### src/rtl/mem_ctrl.sv
// rtl/mem_ctrl.sv - byte-serial RAM/IO port controller for icache fetches and LSB loads/stores
//
// Arbitrates icache fetch misses against LSB load/store requests (round-robin when both ask),
// then runs the granted access one byte per cycle over the single byte-wide memory port.
// Reads assemble 1/2/4 bytes little-endian; writes emit bytes LSB first.
// Optional feature macro: IO_WAIT_EN - stores into the IO region stall (WAIT_IO) while io_full.
//
// Ports:
//   clk, rst             clock, synchronous active-high reset
//   rdy                  global enable; low pauses everything
//   clear                pipeline flush: aborts fetches/loads, never stores
//   ic_req/ic_addr       fetch request (4-byte word), held until ic_valid
//   ic_valid/ic_data     1-cycle pulse with the fetched word
//   ls_req/ls_we/ls_size/ls_addr/ls_wdata   load/store request, held until ls_done
//   ls_done/ls_rdata     1-cycle pulse: store finished / zero-extended load data valid
//   mem_din              RAM read byte (for the address driven in the previous cycle)
//   mem_dout/mem_a/mem_wr   RAM write byte, byte address, write strobe
//   io_full              IO output buffer full
module mem_ctrl #(
  parameter int ADDR_W = 32,
  parameter int IO_HI  = 17
) (
  input  logic              clk,
  input  logic              rst,
  input  logic              rdy,
  input  logic              clear,
  input  logic              ic_req,
  input  logic [ADDR_W-1:0] ic_addr,
  output logic              ic_valid,
  output logic [31:0]       ic_data,
  input  logic              ls_req,
  input  logic              ls_we,
  input  logic [1:0]        ls_size,
  input  logic [ADDR_W-1:0] ls_addr,
  input  logic [31:0]       ls_wdata,
  output logic              ls_done,
  output logic [31:0]       ls_rdata,
  input  logic [7:0]        mem_din,
  output logic [7:0]        mem_dout,
  output logic [ADDR_W-1:0] mem_a,
  output logic              mem_wr,
  input  logic              io_full
);

`ifdef IO_WAIT_EN
  typedef enum logic [1:0] {IDLE, READ, WRITE, WAIT_IO} state_t;
`else
  typedef enum logic [1:0] {IDLE, READ, WRITE} state_t;
`endif

  state_t            state, state_n;
  logic [1:0]        cnt, cnt_n;
  logic              last_grant, last_grant_n;   // 1 = LSB was granted last
  logic              cur_ls, cur_ls_n;           // current transaction belongs to the LSB
  logic [1:0]        cur_last, cur_last_n;       // index of the final byte
  logic [ADDR_W-1:0] cur_addr, cur_addr_n;
  logic [31:0]       cur_wdata, cur_wdata_n;
  logic [31:0]       rd_buf, rd_buf_n;
  logic              paused;
  logic              ic_valid_n, ls_done_n;
  logic [31:0]       ic_data_n, ls_rdata_n;

  logic              ic_ok, ls_ok, pick_ls, wr_go, io_region, io_stall;
  logic [1:0]        ls_last, wr_idx, wr_last;
  logic [ADDR_W-1:0] wr_base, wr_addr;
  logic [31:0]       wr_data;

  assign ls_last = (ls_size == 2'd0) ? 2'd0 : (ls_size == 2'd1) ? 2'd1 : 2'd3;

`ifndef IO_WAIT_EN
  logic unused_io;
  assign unused_io = io_full & io_region;
`endif

  always_comb begin
    state_n      = state;
    cnt_n        = cnt;
    last_grant_n = last_grant;
    cur_ls_n     = cur_ls;
    cur_last_n   = cur_last;
    cur_addr_n   = cur_addr;
    cur_wdata_n  = cur_wdata;
    rd_buf_n     = rd_buf;
    ic_valid_n   = 1'b0;
    ls_done_n    = 1'b0;
    ic_data_n    = ic_data;
    ls_rdata_n   = ls_rdata;
    mem_a        = '0;
    mem_dout     = 8'd0;
    mem_wr       = 1'b0;
    ic_ok        = ic_req && !clear;
    ls_ok        = ls_req && (ls_we || !clear);
    pick_ls      = 1'b0;
    wr_go        = 1'b0;
    wr_idx       = cnt;
    wr_last      = cur_last;
    wr_base      = cur_addr;
    wr_data      = cur_wdata;
    wr_addr      = cur_addr + ADDR_W'(cnt);
    io_region    = 1'b0;
    io_stall     = 1'b0;

    if (rdy && !rst) begin
      case (state)
        IDLE: begin
          // A done pulse still high means its requester has not dropped req yet.
          if (!ic_valid && !ls_done && (ic_ok || ls_ok)) begin
            pick_ls      = ls_ok && (!ic_ok || !last_grant);
            last_grant_n = pick_ls;
            cur_ls_n     = pick_ls;
            cnt_n        = 2'd0;
            rd_buf_n     = 32'd0;
            cur_addr_n   = pick_ls ? ls_addr : ic_addr;
            cur_last_n   = pick_ls ? ls_last : 2'd3;
            cur_wdata_n  = ls_wdata;
            if (pick_ls && ls_we) begin
              wr_go   = 1'b1;
              wr_idx  = 2'd0;
              wr_last = ls_last;
              wr_base = ls_addr;
              wr_data = ls_wdata;
            end else begin
              mem_a   = cur_addr_n;
              state_n = READ;
            end
          end
        end
        READ: begin
          if (clear) begin
            state_n = IDLE;
            cnt_n   = 2'd0;
          end else if (paused) begin
            // mem_din is stale after a pause: re-issue the base address and start over.
            mem_a    = cur_addr;
            cnt_n    = 2'd0;
            rd_buf_n = 32'd0;
          end else begin
            rd_buf_n[{cnt, 3'b000} +: 8] = mem_din;
            if (cnt == cur_last) begin
              state_n = IDLE;
              cnt_n   = 2'd0;
              if (cur_ls) begin
                ls_done_n  = 1'b1;
                ls_rdata_n = rd_buf_n;
              end else begin
                ic_valid_n = 1'b1;
                ic_data_n  = rd_buf_n;
              end
            end else begin
              cnt_n = cnt + 2'd1;
              mem_a = cur_addr + ADDR_W'(cnt_n);
            end
          end
        end
        WRITE: wr_go = 1'b1;
`ifdef IO_WAIT_EN
        WAIT_IO: wr_go = 1'b1;
`endif
        default: state_n = IDLE;
      endcase

      // One store byte per cycle; clear has no effect on stores.
      if (wr_go) begin
        wr_addr   = wr_base + ADDR_W'(wr_idx);
        io_region = (wr_addr[IO_HI:IO_HI-1] == 2'b11);
`ifdef IO_WAIT_EN
        io_stall  = io_full && io_region;
`endif
        if (io_stall) begin
`ifdef IO_WAIT_EN
          state_n = WAIT_IO;
`endif
          cnt_n = wr_idx;
        end else begin
          mem_wr   = 1'b1;
          mem_a    = wr_addr;
          mem_dout = wr_data[{wr_idx, 3'b000} +: 8];
          if (wr_idx == wr_last) begin
            state_n   = IDLE;
            cnt_n     = 2'd0;
            ls_done_n = 1'b1;
          end else begin
            state_n = WRITE;
            cnt_n   = wr_idx + 2'd1;
          end
        end
      end
    end
  end

  always_ff @(posedge clk) begin
    if (rst) begin
      state      <= IDLE;
      cnt        <= 2'd0;
      last_grant <= 1'b0;
      cur_ls     <= 1'b0;
      cur_last   <= 2'd0;
      cur_addr   <= '0;
      cur_wdata  <= 32'd0;
      rd_buf     <= 32'd0;
      paused     <= 1'b0;
      ic_valid   <= 1'b0;
      ic_data    <= 32'd0;
      ls_done    <= 1'b0;
      ls_rdata   <= 32'd0;
    end else begin
      // Remembers that the previous cycle was paused so an in-flight read restarts.
      paused <= !rdy;
      if (rdy) begin
        state      <= state_n;
        cnt        <= cnt_n;
        last_grant <= last_grant_n;
        cur_ls     <= cur_ls_n;
        cur_last   <= cur_last_n;
        cur_addr   <= cur_addr_n;
        cur_wdata  <= cur_wdata_n;
        rd_buf     <= rd_buf_n;
        ic_valid   <= ic_valid_n;
        ic_data    <= ic_data_n;
        ls_done    <= ls_done_n;
        ls_rdata   <= ls_rdata_n;
      end
    end
  end

endmodule

### config.mk
export PLATFORM = sky130hd
export DESIGN_NAME = mem_ctrl
export DESIGN_NICKNAME = d
export VERILOG_FILES = /design/src/rtl/mem_ctrl.sv
export SDC_FILE = /design/constraint.sdc
export NUM_CORES = 1
export LEC_CHECK = 0
export BUFFER_PORTS_ARGS = -buffer_cell sky130_fd_sc_hd__clkbuf_2
export CAP_MARGIN = 20
export CELL_PAD_IN_SITES_DETAIL_PLACEMENT = 1
export CELL_PAD_IN_SITES_GLOBAL_PLACEMENT = 1
export CORE_AREA = 3 3 188 190
export DETAILED_ROUTE_END_ITERATION = 12
export DIE_AREA = 0 0 191 193
export PLACE_DENSITY = 0.72
export SLEW_MARGIN = 20
export SYNTH_ARGS = -nofsm -noshare
export SYNTH_HDL_FRONTEND = slang
export SYNTH_SLANG_ARGS = --single-unit
### constraint.sdc
create_clock -name clk -period 11.49 [get_ports clk]
set_input_delay 0.5745 -clock clk [delete_from_list [all_inputs] [get_ports clk]]
set_output_delay 0.5745 -clock clk [all_outputs]
set_load 0.01 [all_outputs]
[Word-level counts from Yosys, hierarchy flattened]
Index checks and enable logic that the tools add are counted.
Word-level totals
  input bits: 114
  logic and storage cells: 132
  bits in registers: 170
Cells by class
  reduce and logical (&&, ||, !) cells: 27
  mux-type cells: 70
  equal/unequal tests: 12
  bitwise gates (word level): 3
  $add $sub $neg: 5
  shifts and indexed selects: 3
Operators by type and width (count)
  two-way mux 32 bit: 19
  one-hot mux 32 bit (2 select lines): 2
  adder 32 x 2 -> 32 bit: 2
  two-way mux 2 bit: 24
  bitwise mux 32 bit: 1
  variable shift 8 x 7 -> 32 bit, first input constant: 1
  indexed part select 32 x 6 -> 8 bit: 1
  indexed part select 8 x 7 -> 32 bit: 1
  AND reduction 7 bit: 3
  two-way mux 1 bit: 19
  two-way mux 8 bit: 2
  != test 4 bit, second input constant: 2
  AND reduction 4 bit: 2
  logical AND 1 bit: 7
  logical NOT 1 bit: 7
  negator 5 -> 7 bit: 1
  != test 2 bit, second input constant: 3
  != test 3 bit, second input constant: 2
  one-hot mux 2 bit (3 select lines): 1
  AND reduction 5 bit: 1
  adder 2 x 1 -> 2 bit, second input constant: 2
  == test 2 x 1 -> 1 bit, second input constant: 2
  == test 2 bit: 2
  logical NOT 2 bit: 2
  7 further kinds: 11

[Depth between registers and ports, before layout]
Gate-level depths: netlist of run 1.
  depth after elaboration: 14
  depth in mapped cells: 16
  gate-level depth less buffers: 11

[Least setup slack after synthesis of run 1]
Ideal clock, no wire load.
  kind: input -> output
  from: input clear
  to: output mem_a[30]
  path slack: 7.066 ns
  buffers on the path: 4
  stages: 15
  arrival: 3.849 ns
  path through: and3b_1 nor4_2 buf_2 buf_2 buf_2 nand2_1 nand2_1 ha_1 fa_1 nand3_1 mux2_2 buf_2 a2111oi_0 xor2_1 o21ai_0
On the way
  cells in the longest elaborated chain, start to end: 13
Ends and longest elaborated chain
  start, declared: RTL line 26  | input logic clear,
  logical NOT 1 bit: RTL line 91, 92
  logical AND 1 bit: RTL line 91  | ic_ok = ic_req && !clear;
  logical NOT 1 bit: RTL line 108  | pick_ls = ls_ok && (!ic_ok || !last_grant);
  logical OR 1 bit: RTL line 108
  logical AND 1 bit: RTL line 108
  logical AND 1 bit: RTL line 116  | if (pick_ls && ls_we) begin
  two-way mux 32 bit / two-way mux 2 bit (equally long branches): RTL line 116
  two-way mux 32 bit / two-way mux 2 bit (equally long branches): RTL line 107  | if (!ic_valid && !ls_done && (ic_ok || ls_ok)) begin
  two-way mux 32 bit / two-way mux 2 bit (equally long branches): RTL line 104  | case (state)
  two-way mux 32 bit / two-way mux 2 bit (equally long branches): RTL line 103  | if (rdy && !rst) begin
  adder 32 x 2 -> 32 bit: RTL line 164  | wr_addr = wr_base + ADDR_W'(wr_idx);
  two-way mux 32 bit (*): RTL line 163  | if (wr_go) begin
  two-way mux 32 bit (*): RTL line 103
  end, declared: RTL line 40  | output logic [ADDR_W-1:0] mem_a,
Mark *: on every way between the ends. The rest lies on a longest branch, timed or not. The select of a mux whose other input is x is not followed.

[Worst setup path in the final report of run 1]
  from: register cnt[1]
  to: output mem_a[24]
On the way
  cells in the longest elaborated chain, start to end: 8
Ends and longest elaborated chain
  start, declared: RTL line 52  | logic [1:0] cnt, cnt_n;
  start signal, assigned: RTL line 211  | cnt <= cnt_n;
  adder 2 x 1 -> 2 bit: RTL line 150  | cnt_n = cnt + 2'd1;
  adder 32 x 2 -> 32 bit: RTL line 151  | mem_a = cur_addr + ADDR_W'(cnt_n);
  two-way mux 32 bit: RTL line 139  | if (cnt == cur_last) begin
  two-way mux 32 bit: RTL line 132  | end else if (paused) begin
  two-way mux 32 bit: RTL line 129  | if (clear) begin
  one-hot mux 32 bit (2 select lines): RTL line 104
  two-way mux 32 bit (*): RTL line 163
  two-way mux 32 bit (*): RTL line 103
Marks and branches as above.

==> flow_summary.toml, run 1 <==
[status]
status = "complete, no violations"

[layout]
fin_cells = 1902
design_area_mm2 = 0.01220
drive_gt1_frac = 0.2090
area_growth_pct = 20.40
nFillCells = 4134
nNetsFinal = 1562

[synth]
yosysUniqueCellTypes = 63
synth_compound_area_frac = 0.1765
syn-cell-area_mm2 = 0.01013
synth_xor_xnor_area_share = 0.05186
syn_avg_cell_area_um2 = 7.873
synth_edf_count = 0
muxShareOfSynthArea = 0.08953
ys_seq_area_frac = 0.3359
yosys-top-cells-count = "170 x dfxtp_1, 160 x nand2_1, 114 x nor2_1"
synth_area_leaders = "dfxtp_1 34%, mux2i_1 6.2%, nand2_1 5.9%, a21oi_1 5.4%, a211oi_1 5.1%"
ys_warn_count = 0
synth-main-ff-cell = "dfxtp_1"
syn-instance-count = 1287
yosys.area.top_type = "dfxtp_1"
synth_top_cell_area_share = 0.3359
synth_fp_nets = 1412
synth_most_common_cell = "dfxtp_1"
synthAdderAreaFrac = 0.01507
synth_top_family_by_area = "simple AND/OR/NAND/NOR gates"
synthSimpleGateAreaFrac = 0.2835
async_flop_share = 0
synth_seq_cells = 170

[grt]
grt.overflow.total = 0
first_global_vias = 10300
grt_pass1_wl_mm = 57.18
grt_max_degree = 99
grt_usage = 0.1953
antenna_found_initial = 4

[sta]
fin_crit_ns = 5.268
holdWs_ns = 0.3121
drv_slew = 0
finalSetupTns_ns = 0
setup_violations = 0
final.setup.worst_slack_ns = 6.222
finClkSkew_ns = 0.008932
fmax_ghz = 0.1898
slew-limit-headroom = 0.2849
worst-slew-pin-transition_ns = 1.069
period_share = 0.4585
hold_violations = 0
grt_setup_unrepaired = "false"

[worst_setup_path]
worstPathMaxFanout = 13
path_class = "reg2out"
cp.required_ns = 10.92
endpoint_kind = "primary output"
crit_top_cell = "inv_1"
max_stage_delay_ns = 0.77
worst_r2r_path_depth = 7
crit_slowest_cell = "dfxtp_1"
startpoint_type = "flop"
critPathArrivalTime_ns = 4.69
path_cells = "inv_1 -> ha_1 -> inv_1 -> fa_1 -> nand4bb_1 -> nor4_4 -> nand2_1 -> xnor2_1 -> a21oi_1 -> a221oi_2 -> clkbuf_2"

[route]
wl_per_cell_um = 19.27
drt_iter0_drc = 748
antenna_left = 0
dr.pass1.iters = 5
vias_per_cell = 5.417
drc = 0
drt-total-wl_mm = 36.66
vias = 10300

[die]
rows = 67
dieArea_mm2 = 0.03686
io_pins = 221
die_h_um = 193
coreArea_mm2 = 0.03362
start_util = 0.3014
chipWidth_um = 191

[place]
dpl_cell_area_mm2 = 0.01153
dpl_worst_slack_ns = 6.683
globalplace.congestion = 0.8777
dp_cells = 1864
port-buffer-count = 219
dp_hpwl_mm = 25.75

[clock_network]
cts_max_level = 4
clkSinkCount = 170
ctsLongestPathBuffers = 2
tritoncts = "built"
post-cts-setup-buffer-count = 0
cts_hold_buf = 0
numCtsBuffers = 17
cts-root-buf = "clkbuf_16"
path_clk_slew_ns = 0.07
cts-resized-gates = 0
insertion_delay_ns = 0.45

[min_path]
hp-class = "in2reg"
hold_depth = 3

[run]
drv_cap = 0

[power]
vdd_drop_max_v = 0.0001082
p_leak_nw = 4.687
power_density_mw_per_mm2 = 120.0
-- layer usage --
layer	track usage	up-vias	wire, µm
met5	0	-	0
met4	0.06943	0	772
met3	0.02531	43	1513
met2	0.3290	271	17770
met1	0.2578	5067	16600
li1	-	4923	-
-- cell families after synthesis --
| kind of cell | after synthesis |
|---|---|
| buffers and inverters | 120 |
| muxes | 81 |
| DFF | 170 |
| and+or+nand+nor | 553 |
| AOI/OAI and AO/OA | 292 |
| xor gates and xnor gates | 60 |
| adders and majority gates | 11 |
-- where the power goes --
| part | leakage (nW) | internal (mW) | switching (mW) | total [mW] |
|---|---|---|---|---|
| sequential | 1.38 | 0.607 | 0.0250 | 0.632 |
| clock | 0.306 | 0.335 | 0.290 | 0.625 |
| combinational | 3.00 | 0.0796 | 0.128 | 0.207 |
| total | 4.69 | 1.02 | 0.443 | 1.46 |
-- worst paths after layout --
check                                   from             to  slack (ns)
worst max-delay path                  cnt[1]      mem_a[24]        6.22
worst min-delay path            ls_wdata[24]  cur_wdata[24]        0.31
worst max register to register        cnt[1]      rd_buf[9]        8.12
worst min register to register     rd_buf[5]      rd_buf[5]        0.45
-- metrics by stage --
stage | util | total power [mW]
floorplan | - | 0.7690
global placement | 0.3427 | 0.8449
detailed placement | 0.3429 | 0.8501
CTS | 0.3616 | 1.476
global route | 0.3629 | 1.527
finish | 0.3629 | 1.464
-- cells in the final DEF (no fill, tap or decap), types with 17 or more instances in the layout --
cell type,netlist,final
or3_1,44,44
xnor2_1,33,33
nand2_1,160,160
nand4_1,24,24
clkbuf_16,0,17
nor2_1,114,114
xor2_1,27,27
mux2i_1,63,63
a21oi_1,109,109
nand3_1,39,37
nor2b_1,34,34
o21ai_0,62,62
dfxtp_1,170,170
nor3_1,21,19
clkbuf_2,0,218
buf_4,1,17
nand3b_1,62,62
a211oi_1,69,69
-- final cells by class --
cell class              count  area [µm²]  share of cell area
diodes                      4       10.01           0.0008205
clock buffers              18       429.2             0.03518
clock inverters            14       197.7             0.01621
inverters                  15       56.30            0.004615
multi-input cells         997        6296              0.5161
flip-flops and latches    170        3403              0.2790
well taps                 448       560.5             0.04595
repair buffers            236        1246              0.1022
-- sequential cells by signal (all words and copies together), names as in the netlist --
register,flops
cnt,2
cur_addr,32
cur_last,2
cur_ls,1
cur_wdata,32
ic_data,32
ic_valid,1
ls_done,1
ls_rdata,32
paused,1
rd_buf,32
state,2
-- critical path: cells and delay by family (launching register included) --
family	cells	cell delay, ns
DFF	1	0.77
adders and majority gates	2	0.91
AOI/OAI and AO/OA	2	0.34
and+or+nand+nor	3	1.36
buffers and inverters	3	0.66
xor gates and xnor gates	1	0.19
Note: power is estimated with default switching activity, not from simulation.
==> run 2: changes to the inputs <==
- clock period: 11.49 -> 4.9 ns (I/O delays scaled with it)
==> run 2 against run 1 <==
Effect of this change: utilization is 0.67 points higher; critical path type unchanged; first-iteration DRC count is 7.2% higher; highest routed layer unchanged; wire length is 1.7% higher.
==> flow_summary.toml, run 2 (synthesis results as in run 1) <==
[power]
p_leak_nw = 4.780
fin_total_pwr_mw = 3.451
power_density_mw_per_mm2 = 277.7
vdd_drop_max_v = 0.0002550

[sta]
finClkSkew_ns = 0.01175
final.setup.worst_slack_ns = 0.5350
worst-slew-pin-transition_ns = 1.024
grt_setup_unrepaired = "false"
holdWs_ns = 0.01464
hold_violations = 0
fmax_ghz = 0.2291
period_share = 0.8908
fin_crit_ns = 4.365
drv_slew = 0
slew-limit-headroom = 0.3124
setup_violations = 0
finalSetupTns_ns = 0

[place]
globalplace.congestion = 0.8904
dp_hpwl_mm = 26.27
dp_cells = 1873
dpl_cell_area_mm2 = 0.01159
dpl_worst_slack_ns = 0.7014
port-buffer-count = 219

[layout]
most-common-layout-cells = "218 x clkbuf_2, 169 x dfxtp_1, 160 x nand2_1"
nNetsFinal = 1589
area_growth_pct = 22.62
mostFrequentLayoutCell = "clkbuf_2"
fin_cells = 1928
design_area_mm2 = 0.01242
drive_gt1_frac = 0.2106
seqCellArea_mm2 = 0.003405
multiInputGateArea_mm2 = 0.006287
final_util = 0.3696
nFillCells = 4151

[grt]
grt_pass1_wl_mm = 58.19
grt_max_degree = 93
grt.overflow.total = 0
grt_usage = 0.1991
first_global_vias = 10570
antenna_found_initial = 3

[clock_network]
numCtsBuffers = 17
ctsLongestPathBuffers = 2
cts_max_level = 4
post-cts-setup-buffer-count = 0
tritoncts = "built"
cts-root-buf = "clkbuf_16"
path_clk_slew_ns = 0.07
insertion_delay_ns = 0.45
clkSinkCount = 170

[die]
io_pins = 221
rows = 67
dieArea_mm2 = 0.03686
chipWidth_um = 191
die_h_um = 193
coreArea_mm2 = 0.03362
start_util = 0.3014

[route]
vias_per_cell = 5.441
drc = 0
wl_per_cell_um = 19.34
vias = 10490
dr.pass1.iters = 5
drt-total-wl_mm = 37.28
antenna_left = 0
drt_iter0_drc = 802

[run]
drv_cap = 0

[worst_setup_path]
critPathArrivalTime_ns = 4.12
cp.required_ns = 4.66
worstPathMaxFanout = 13
startpoint_type = "flop"
path_class = "reg2out"
endpoint_kind = "primary output"

[status]
status = "complete, no violations"

[min_path]
hp-class = "in2reg"
==> run 2: changes by cell type in the layout (fill, tap and decap cells not counted), sizes merged <==
cell	before	now
diode	4	3
dlygate4sd3	0	20
buf	18	25
inv	22	23
clkinv	5	4
==> run 2: final cells by class <==
type | instances | share of cell area
inverter | 15 | 0.004532
tap | 448 | 0.04512
multi-input combinational | 997 | 0.5060
clock inverter | 14 | 0.01611
sequential | 170 | 0.2740
antenna | 3 | 0.0006042
timing repair buffer | 263 | 0.1190
clock buffer | 18 | 0.03454
==> run 2: worst max-delay path: stages (launching register included) <==
cell and delay, ns:
dfxtp_2 0.54, inv_1 0.21, ha_1 0.45, inv_1 0.15, fa_1 0.45, nand4bb_1 0.50, nor4_2 0.28, buf_4 0.25
nand2_1 0.09, xnor2_1 0.19, a21oi_1 0.11, a221oi_2 0.26, clkbuf_2 0.19
==> run 2: timing repair <==
| item | CTS | global route |
|---|---|---|
| gates resized for setup | 0 | 1 |
| hold buffers | 20 | 0 |
| hold endpoints to repair | 20 | 0 |
| endpoints found under the setup margin | 0 | 1 |
==> run 2: per-layer routing <==
layer | global-route usage | part of all wire | wire length, µm | vias up
met1 | 0.2593 | 0.45 | 16700 | 5167
met4 | 0.07649 | 0.026 | 974 | 0
met3 | 0.03345 | 0.053 | 1958 | 58
met2 | 0.3314 | 0.47 | 17650 | 302
met5 | 0 | 0 | 0 | -
li1 | - | - | - | 4964
==> run 2: worst paths after layout <==
| path | cells past startpoint | slack, ns | end | start |
|---|---|---|---|---|
| worst min register to register | 2 | 0.45 | rd_buf[15] | rd_buf[15] |
| worst max register to register | 7 | 1.75 | rd_buf[9] | cnt[1] |
| worst min-delay path | 3 | 0.01 | cur_wdata[17] | ls_wdata[17] |
| worst max-delay path | 12 | 0.54 | mem_a[24] | cnt[1] |
==> run 2: power breakdown <==
part / switching (mW) / leakage [nW] / internal [mW] / total, mW
Sequential: 0.0586 / 1.38 / 1.42 / 1.48
Clock: 0.676 / 0.308 / 0.787 / 1.46
Combinational: 0.306 / 3.09 / 0.198 / 0.504
